$ cat src/rtl/mac_ctrl_pkg.sv
// mac_ctrl_pkg: shared widths, FSM state encodings and the saturating-add
// helper for the MAC sequencer. The helper is only used when MAC_SAT_EN is
// defined.
package mac_ctrl_pkg;

  localparam int DATA_W = 4;
  localparam int ACC_W  = 12;
  localparam int LEN_W  = 6;

  // Two's-complement limits of the accumulator.
  localparam logic [ACC_W-1:0] ACC_MAX = 12'h7FF;
  localparam logic [ACC_W-1:0] ACC_MIN = 12'h800;

  localparam logic [LEN_W-1:0] LEN_ZERO = 6'd0;
  localparam logic [LEN_W-1:0] LEN_ONE  = 6'd1;

  // FSM state encodings. Plain constants are used so that older tools
  // which reject enum-typed state registers still accept the design.
  typedef logic [1:0] state_t;
  localparam state_t IDLE = 2'd0;
  localparam state_t RUN  = 2'd1;
  localparam state_t DONE = 2'd2;

  // Result of a clamped addition.
  typedef struct packed {
    logic             clamp;
    logic [ACC_W-1:0] val;
  } acc_sum_t;

  // Signed add that clamps to the accumulator range. Overflow is detected
  // when the carry-out sign bit disagrees with the result sign bit.
  function automatic acc_sum_t sat_add(input logic [ACC_W-1:0] a,
                                       input logic [ACC_W-1:0] b);
    logic [ACC_W:0] wide;
    acc_sum_t       res;
    wide      = {a[ACC_W-1], a} + {b[ACC_W-1], b};
    res.clamp = wide[ACC_W] ^ wide[ACC_W-1];
    if (res.clamp) begin
      if (wide[ACC_W]) begin
        res.val = ACC_MIN;
      end else begin
        res.val = ACC_MAX;
      end
    end else begin
      res.val = wide[ACC_W-1:0];
    end
    return res;
  endfunction

endpackage

$ cat src/rtl/mac_acc_unit.sv
// mac_acc_unit: signed DATA_W x DATA_W multiply, sign-extension to ACC_W and
// accumulate with synchronous clear and enable.
// Optional feature macro MAC_SAT_EN: when defined the accumulator saturates
// and ovf is a sticky clamp flag; otherwise the sum wraps and ovf is 0.
module mac_acc_unit
  import mac_ctrl_pkg::*;
(
  input  logic              clk,
  input  logic              rst,
  input  logic              clr,
  input  logic              en,
  input  logic [DATA_W-1:0] in_data,
  input  logic [DATA_W-1:0] w_data,
  output logic [ACC_W-1:0]  acc,
  output logic              ovf
);

  logic signed [2*DATA_W-1:0] prod_s;
  logic [ACC_W-1:0]           prod_ext_s;
  logic [ACC_W-1:0]           acc_r;

  // Full-width signed product, sign-extended to the accumulator width.
  always_comb begin
    prod_s     = $signed(in_data) * $signed(w_data);
    prod_ext_s = {{(ACC_W-2*DATA_W){prod_s[2*DATA_W-1]}}, prod_s};
  end

`ifdef MAC_SAT_EN
  acc_sum_t sum_s;
  logic     ovf_r;

  // Clamped sum of the running total and the new product.
  always_comb begin
    sum_s = sat_add(acc_r, prod_ext_s);
  end

  // Accumulator and sticky overflow; later beats continue from the clamp.
  always_ff @(posedge clk or posedge rst) begin
    if (rst) begin
      acc_r <= 12'd0;
      ovf_r <= 1'b0;
    end else if (clr) begin
      acc_r <= 12'd0;
      ovf_r <= 1'b0;
    end else if (en) begin
      acc_r <= sum_s.val;
      if (sum_s.clamp) begin
        ovf_r <= 1'b1;
      end
    end
  end

  assign ovf = ovf_r;
`else
  logic [ACC_W-1:0] sum_s;

  // Wrapping sum modulo 2^ACC_W.
  always_comb begin
    sum_s = acc_r + prod_ext_s;
  end

  // Accumulator register; wrap-around is not reported.
  always_ff @(posedge clk or posedge rst) begin
    if (rst) begin
      acc_r <= 12'd0;
    end else if (clr) begin
      acc_r <= 12'd0;
    end else if (en) begin
      acc_r <= sum_s;
    end
  end

  assign ovf = 1'b0;
`endif

  assign acc = acc_r;

endmodule

$ cat src/rtl/mac_seq_ctrl.sv
// mac_seq_ctrl: vector sequencer around mac_acc_unit. Latches the vector
// length on start, counts accepted operand beats and presents the final dot
// product on a valid/ready result port. Handshake outputs are decoded from
// the state register only, so no input reaches an output combinationally.
// Optional feature macro MAC_SAT_EN (see mac_acc_unit): saturating
// accumulation with sticky ovf.
module mac_seq_ctrl
  import mac_ctrl_pkg::*;
(
  input  logic              clk,
  input  logic              rstb,
  input  logic              start,
  input  logic [LEN_W-1:0]  len,
  output logic              busy,
  input  logic              in_valid,
  output logic              in_ready,
  input  logic [DATA_W-1:0] in_data,
  input  logic [DATA_W-1:0] w_data,
  output logic              out_valid,
  input  logic              out_ready,
  output logic [ACC_W-1:0]  out_data,
  output logic              ovf
);

  state_t           state_r;
  state_t           state_next_s;
  logic [LEN_W-1:0] len_r;
  logic [LEN_W-1:0] count_r;
  logic             clr_s;
  logic             beat_s;
  logic             last_s;

  // Vector start clears the datapath; beats only happen in RUN.
  always_comb begin
    clr_s  = (state_r == IDLE) && start;
    beat_s = (state_r == RUN) && in_valid;
    last_s = (count_r == (len_r - LEN_ONE));
  end

  // Next-state decode.
  always_comb begin
    state_next_s = state_r;
    case (state_r)
      IDLE: begin
        if (start) begin
          if (len != LEN_ZERO) begin
            state_next_s = RUN;
          end else begin
            state_next_s = DONE;
          end
        end else begin
          state_next_s = IDLE;
        end
      end
      RUN: begin
        if (beat_s && last_s) begin
          state_next_s = DONE;
        end else begin
          state_next_s = RUN;
        end
      end
      DONE: begin
        if (out_ready) begin
          state_next_s = IDLE;
        end else begin
          state_next_s = DONE;
        end
      end
      default: begin
        state_next_s = IDLE;
      end
    endcase
  end

  // State register.
  always_ff @(posedge clk or posedge rstb) begin
    if (rstb) begin
      state_r <= IDLE;
    end else begin
      state_r <= state_next_s;
    end
  end

  // Length latch and beat counter, both restarted by a new vector.
  always_ff @(posedge clk or posedge rstb) begin
    if (rstb) begin
      len_r   <= 6'd0;
      count_r <= 6'd0;
    end else if (clr_s) begin
      len_r   <= len;
      count_r <= 6'd0;
    end else if (beat_s) begin
      count_r <= count_r + LEN_ONE;
    end
  end

  mac_acc_unit u_acc (
    .clk     (clk),
    .rst     (rstb),
    .clr     (clr_s),
    .en      (beat_s),
    .in_data (in_data),
    .w_data  (w_data),
    .acc     (out_data),
    .ovf     (ovf)
  );

  assign busy      = (state_r != IDLE);
  assign in_ready  = (state_r == RUN);
  assign out_valid = (state_r == DONE);

endmodule

$ cat config.mk
export PLATFORM = sky130hd
export DESIGN_NAME = mac_seq_ctrl
export DESIGN_NICKNAME = d
export VERILOG_FILES = /design/src/rtl/mac_ctrl_pkg.sv /design/src/rtl/mac_acc_unit.sv /design/src/rtl/mac_seq_ctrl.sv
export SDC_FILE = /design/constraint.sdc
export NUM_CORES = 1
export LEC_CHECK = 0
export ABC_AREA = 1
export CAP_MARGIN = 20
export CORE_ASPECT_RATIO = 0.75
export CORE_MARGIN = 10
export CORE_UTILIZATION = 40
export CTS_CLUSTER_DIAMETER = 150
export CTS_CLUSTER_SIZE = 28
export DETAILED_ROUTE_END_ITERATION = 12
export DONT_BUFFER_PORTS = 1
export MAX_ROUTING_LAYER = met4
export PLACE_DENSITY = 0.63
export SLEW_MARGIN = 30
export SYNTH_ARGS = -nofsm -noshare
export SYNTH_HDL_FRONTEND = slang
export SYNTH_SLANG_ARGS = --single-unit
$ cat constraint.sdc
create_clock -name clk -period 4.35 [get_ports clk]
set_input_delay 0.87 -clock clk [delete_from_list [all_inputs] [get_ports clk]]
set_output_delay 0.87 -clock clk [all_outputs]
set_load 0.02 [all_outputs]
==> impl_results.md <==
* Routed wire length per instance at between 10 and 15 um
* Slowest cell on crit path: fa_1
* Die Span X at 108.8 um
* Cell family with most CP delay: adder cells
* Reg area at between 600 and 700 um^2
* Final worst slack at -0.06694 ns
* Most numerous cell in the Yosys netlist: nand2_1
* Clock-pin slew on the worst setup and hold paths at roughly 0.1 ns
* Critical path buffers and inverters at 4
* Pwr per Cell Area at 726.1 mW/mm^2
* Core ar. at about 0.0058 mm^2
* CP peak stage delay at ~0.49 ns
* Critical Path Stages at 20
* Initial DRT Pass Iterations at 4
* Initial antenna violation count at 0
* Fill count at about 590
* Status: complete, but fails checks
* Final Hold Fails at 0
* Reg power frac at 26.4%
* Pwr Total at about 2000 uW
* Most frequent cells after synthesis: nand2_1 (95), inv_1 (49), dfrtp_1 (26), ha_1 (25), nor2_1 (18)
* Clk_lat worst skew at roughly 0.28 ns
* Netlist cell types at 35
* Lkg Pwr at between 0.001 and 0.0015 uW
* Routed vias/inst at between 4 and 5
* CTS Buf Count at 3
* Syn avg cell area at around 7.4 um^2
* Worst vdd ir at between 0.2 and 0.25 mV
* Die Ht at just under 90 um
* Syn-to-layout area delta at 18.84%
* RSZ-0062 raised after global routing: true
* Clock H-tree levels at 1
* Gate power share at about 64%
* Max-cap viol count at 0
* Crit Path Max Fanout at 5
* Pins Over Slew Limit at 0
* Final setup vio count at 3
* CTS tree: done
* Most used cell, CP: nand2_2
* Synth warn at 0
* Crit end category: flip-flop
* WP data required at approximately 4.5 ns
* Placer Congestion at 0.8723
* Placed Cells at roughly 410
* F_max at 0.2264 GHz
* DRT iter0 DRCs at about 100
* Max clock buf depth at 2
* DP Wirelength at 4.321 mm
* Area of the multi-input gates at roughly 0.0016 mm^2
* Initial Util at between 40% and 50%
* Crit Path Class: in -> reg
* Layout Utilization at between 40% and 50%
* Flops & latches, synth at 26
* Post-route ant nets at 0
* Diode count at 0
* P_sw at about 1000 uW
* HP Class: in -> async
* Vias at slightly below 2000
* Share of Yosys cell area claimed by the top area cell type at 27.51%
* Cells after Synth at around 320
* Sw Share at 48.51%
* Num Clock Sinks at 26
* Setup Skew at ~0.008 ns
* I/O pin cnt at 35
* Residual DRC at 0
* Register-to-Register Path Depth at 12
* Die area at between 0.009 and 0.01 mm^2
* Total track usage at between 10% and 20%
* Post-synthesis async set-or-reset flop share at 100.0%
* Violations in the final reports: setup timing
* Critical path data arrival time at approximately 4.6 ns
* WL final at approximately 5.6 mm
* Clock network power share at about a tenth
* Final nets at 391
* Worst slew pin tran at around 0.58 ns
* Area leader, netlist: dfrtp_1
* Number of synthesized flops with an enable pin at 0
* Internal power at between 1000 and 1500 uW
* Area contributors post-synth: dfrtp_1 (28%), nand2_1 (15%), ha_1 (13%)
* Sequential-to-total area share from yosys stat at 27.51%
* Final Cycle Share at 101.5%
* Number of global-route vias before repair at about 1900
* Fin cells at 414
* Rel. slew slack at between 60% and 70%
* CP Launch Type: primary input
* Layout cell share with drive strength beyond 1 at 19.64%
* GRT overflow at 0
* Hold Buf Count CTS at 0
* Critical path cell sequence: inv_8 -> or2_4 -> fa_1 -> fa_1 -> fa_1 -> inv_1 -> ha_2 -> fa_2 -> buf_4 -> buf_6 -> xor2_2 -> ha_1 -> nand2_2 -> o21a_1 -> nand2_2 -> nand2_2 -> nand2_2 -> a21oi_2 -> o21ai_1 -> nand2_1
* Minimum clock period at 4.417 ns
* Clock tree root driver cell: clkbuf_8
* Largest net degree at the start of global routing at 27
* Dominant synthesized flop cell: dfrtp_1
* Site row count at 24
* First-pass GRT wire length at ~9.2 mm
* Port Buf Inserts at 0
* Pre-CTS WS at -0.3882 ns
* Mapped cell area at around 0.0024 mm^2
* Syn nets at between 300 and 400
==> per-layer routing <==
metal / track usage (%) / vias up / wire (um)
met2: 18.60 / 30 / 2570
met1: 16.26 / 925 / 2644
met4: 1.075 / 0 / 31
li1: - / 1031 / -
met5: - / - / 0
met3: 3.855 / 4 / 363
==> final timing paths <==
| path | from | to | slack (ns) |
|---|---|---|---|
| max | w_data[3] | u_acc.acc[9] | -0.07 |
| min | rstb | count_r[2] | 0.52 |
| max reg2reg | u_acc.acc[0] | u_acc.acc[10] | 2.27 |
| min reg2reg | len_r[5] | len_r[5] | 0.53 |
| max in group asynchronous | rstb | state_r[0] | 3.45 |
| min in group clk | len_r[5] | len_r[5] | 0.53 |
==> cell families (layout without fill, tap and decap cells) <==
kind of cell | Yosys count | in the layout | share of synthesized area (%)
compound gates | 42 | 42 | 9.735
fa+ha+maj | 35 | 35 | 21.69
flops | 26 | 26 | 27.51
simple gates | 144 | 144 | 26.46
buf+inv | 57 | 75 | 9.629
other cells | 1 | 1 | 0.1586
xor+xnor | 13 | 13 | 4.815
==> worst reg2reg max path, cell delays in order, from the launching register on <==
cell and delay [ns]:
dfrtp_1 0.51, ha_1 0.20, inv_1 0.06, fa_1 0.39
nand3b_1 0.17, nand2_1 0.14, nand4_1 0.11, nand2_2 0.11
nand2_1 0.05, nand2_1 0.07, nand2_1 0.05, nand2_1 0.05
o21ai_1 0.05
==> repair_timing <==
| item | CTS | global route |
|---|---|---|
| pin swaps | 1 | 10 |
| gates resized for setup | 6 | 26 |
| buffers inserted | 0 | 5 |
| endpoints found under the hold margin | 0 | 0 |
| cloned | 0 | 0 |
| setup endpoints to repair | 3 | 4 |
==> cells in the final DEF (no fill, tap or decap), drive strengths merged <==
cell type	n
nand3b	1
xnor2	5
conb	1
a22o	2
xor2	8
o21bai	1
o22ai	1
nand4	3
dfrtp	26
a21oi	17
nand3	12
o21a	2
buf	17
bufinv	1
or2	3
clkinv	2
nand2	100
and3	1
nor3b	1
clkbuf	3
nor3	4
nor2	19
o21ai	19
inv	52
ha	25
fa	10
==> final cells by class <==
| class | count | share of cell area, % |
|---|---|---|
| Sequential cell | 26 | 23.15 |
| Tap cell | 78 | 3.473 |
| Inverter | 54 | 7.703 |
| Clock buffer | 3 | 1.469 |
| Timing Repair Buffer | 17 | 4.809 |
| Clock inverter | 1 | 1.069 |
| Multi-Input combinational cell | 235 | 58.33 |
==> metrics by stage <==
stage,hold WS [ns],TNS (ns),area (um^2)
after floorplan,0.4692,-0.6692,2434
after global placement,0.4968,-1.166,2597
after detailed placement,0.5139,-1.469,2597
after CTS,0.5378,0,2686
after global routing,0.5612,-0.8117,2810
final,0.5209,-0.1042,2810
==> flip-flops by register name (all words and copies together) (netlist names) <==
name,cells
u_acc.acc,12
count_r,6
len_r,6
state_r,2
==> power by group through the flow <==
| stage | Combinational, uW | Clock [uW] | Sequential, uW |
|---|---|---|---|
| floorplan | 854 | 0 | 506 |
| global placement | 1080 | 0 | 544 |
| detailed placement | 1110 | 0 | 546 |
| CTS | 1130 | 213 | 542 |
| global route | 1460 | 221 | 560 |
| finish | 1300 | 207 | 538 |
No activity file was read; power rests on OpenSTA's default activity.
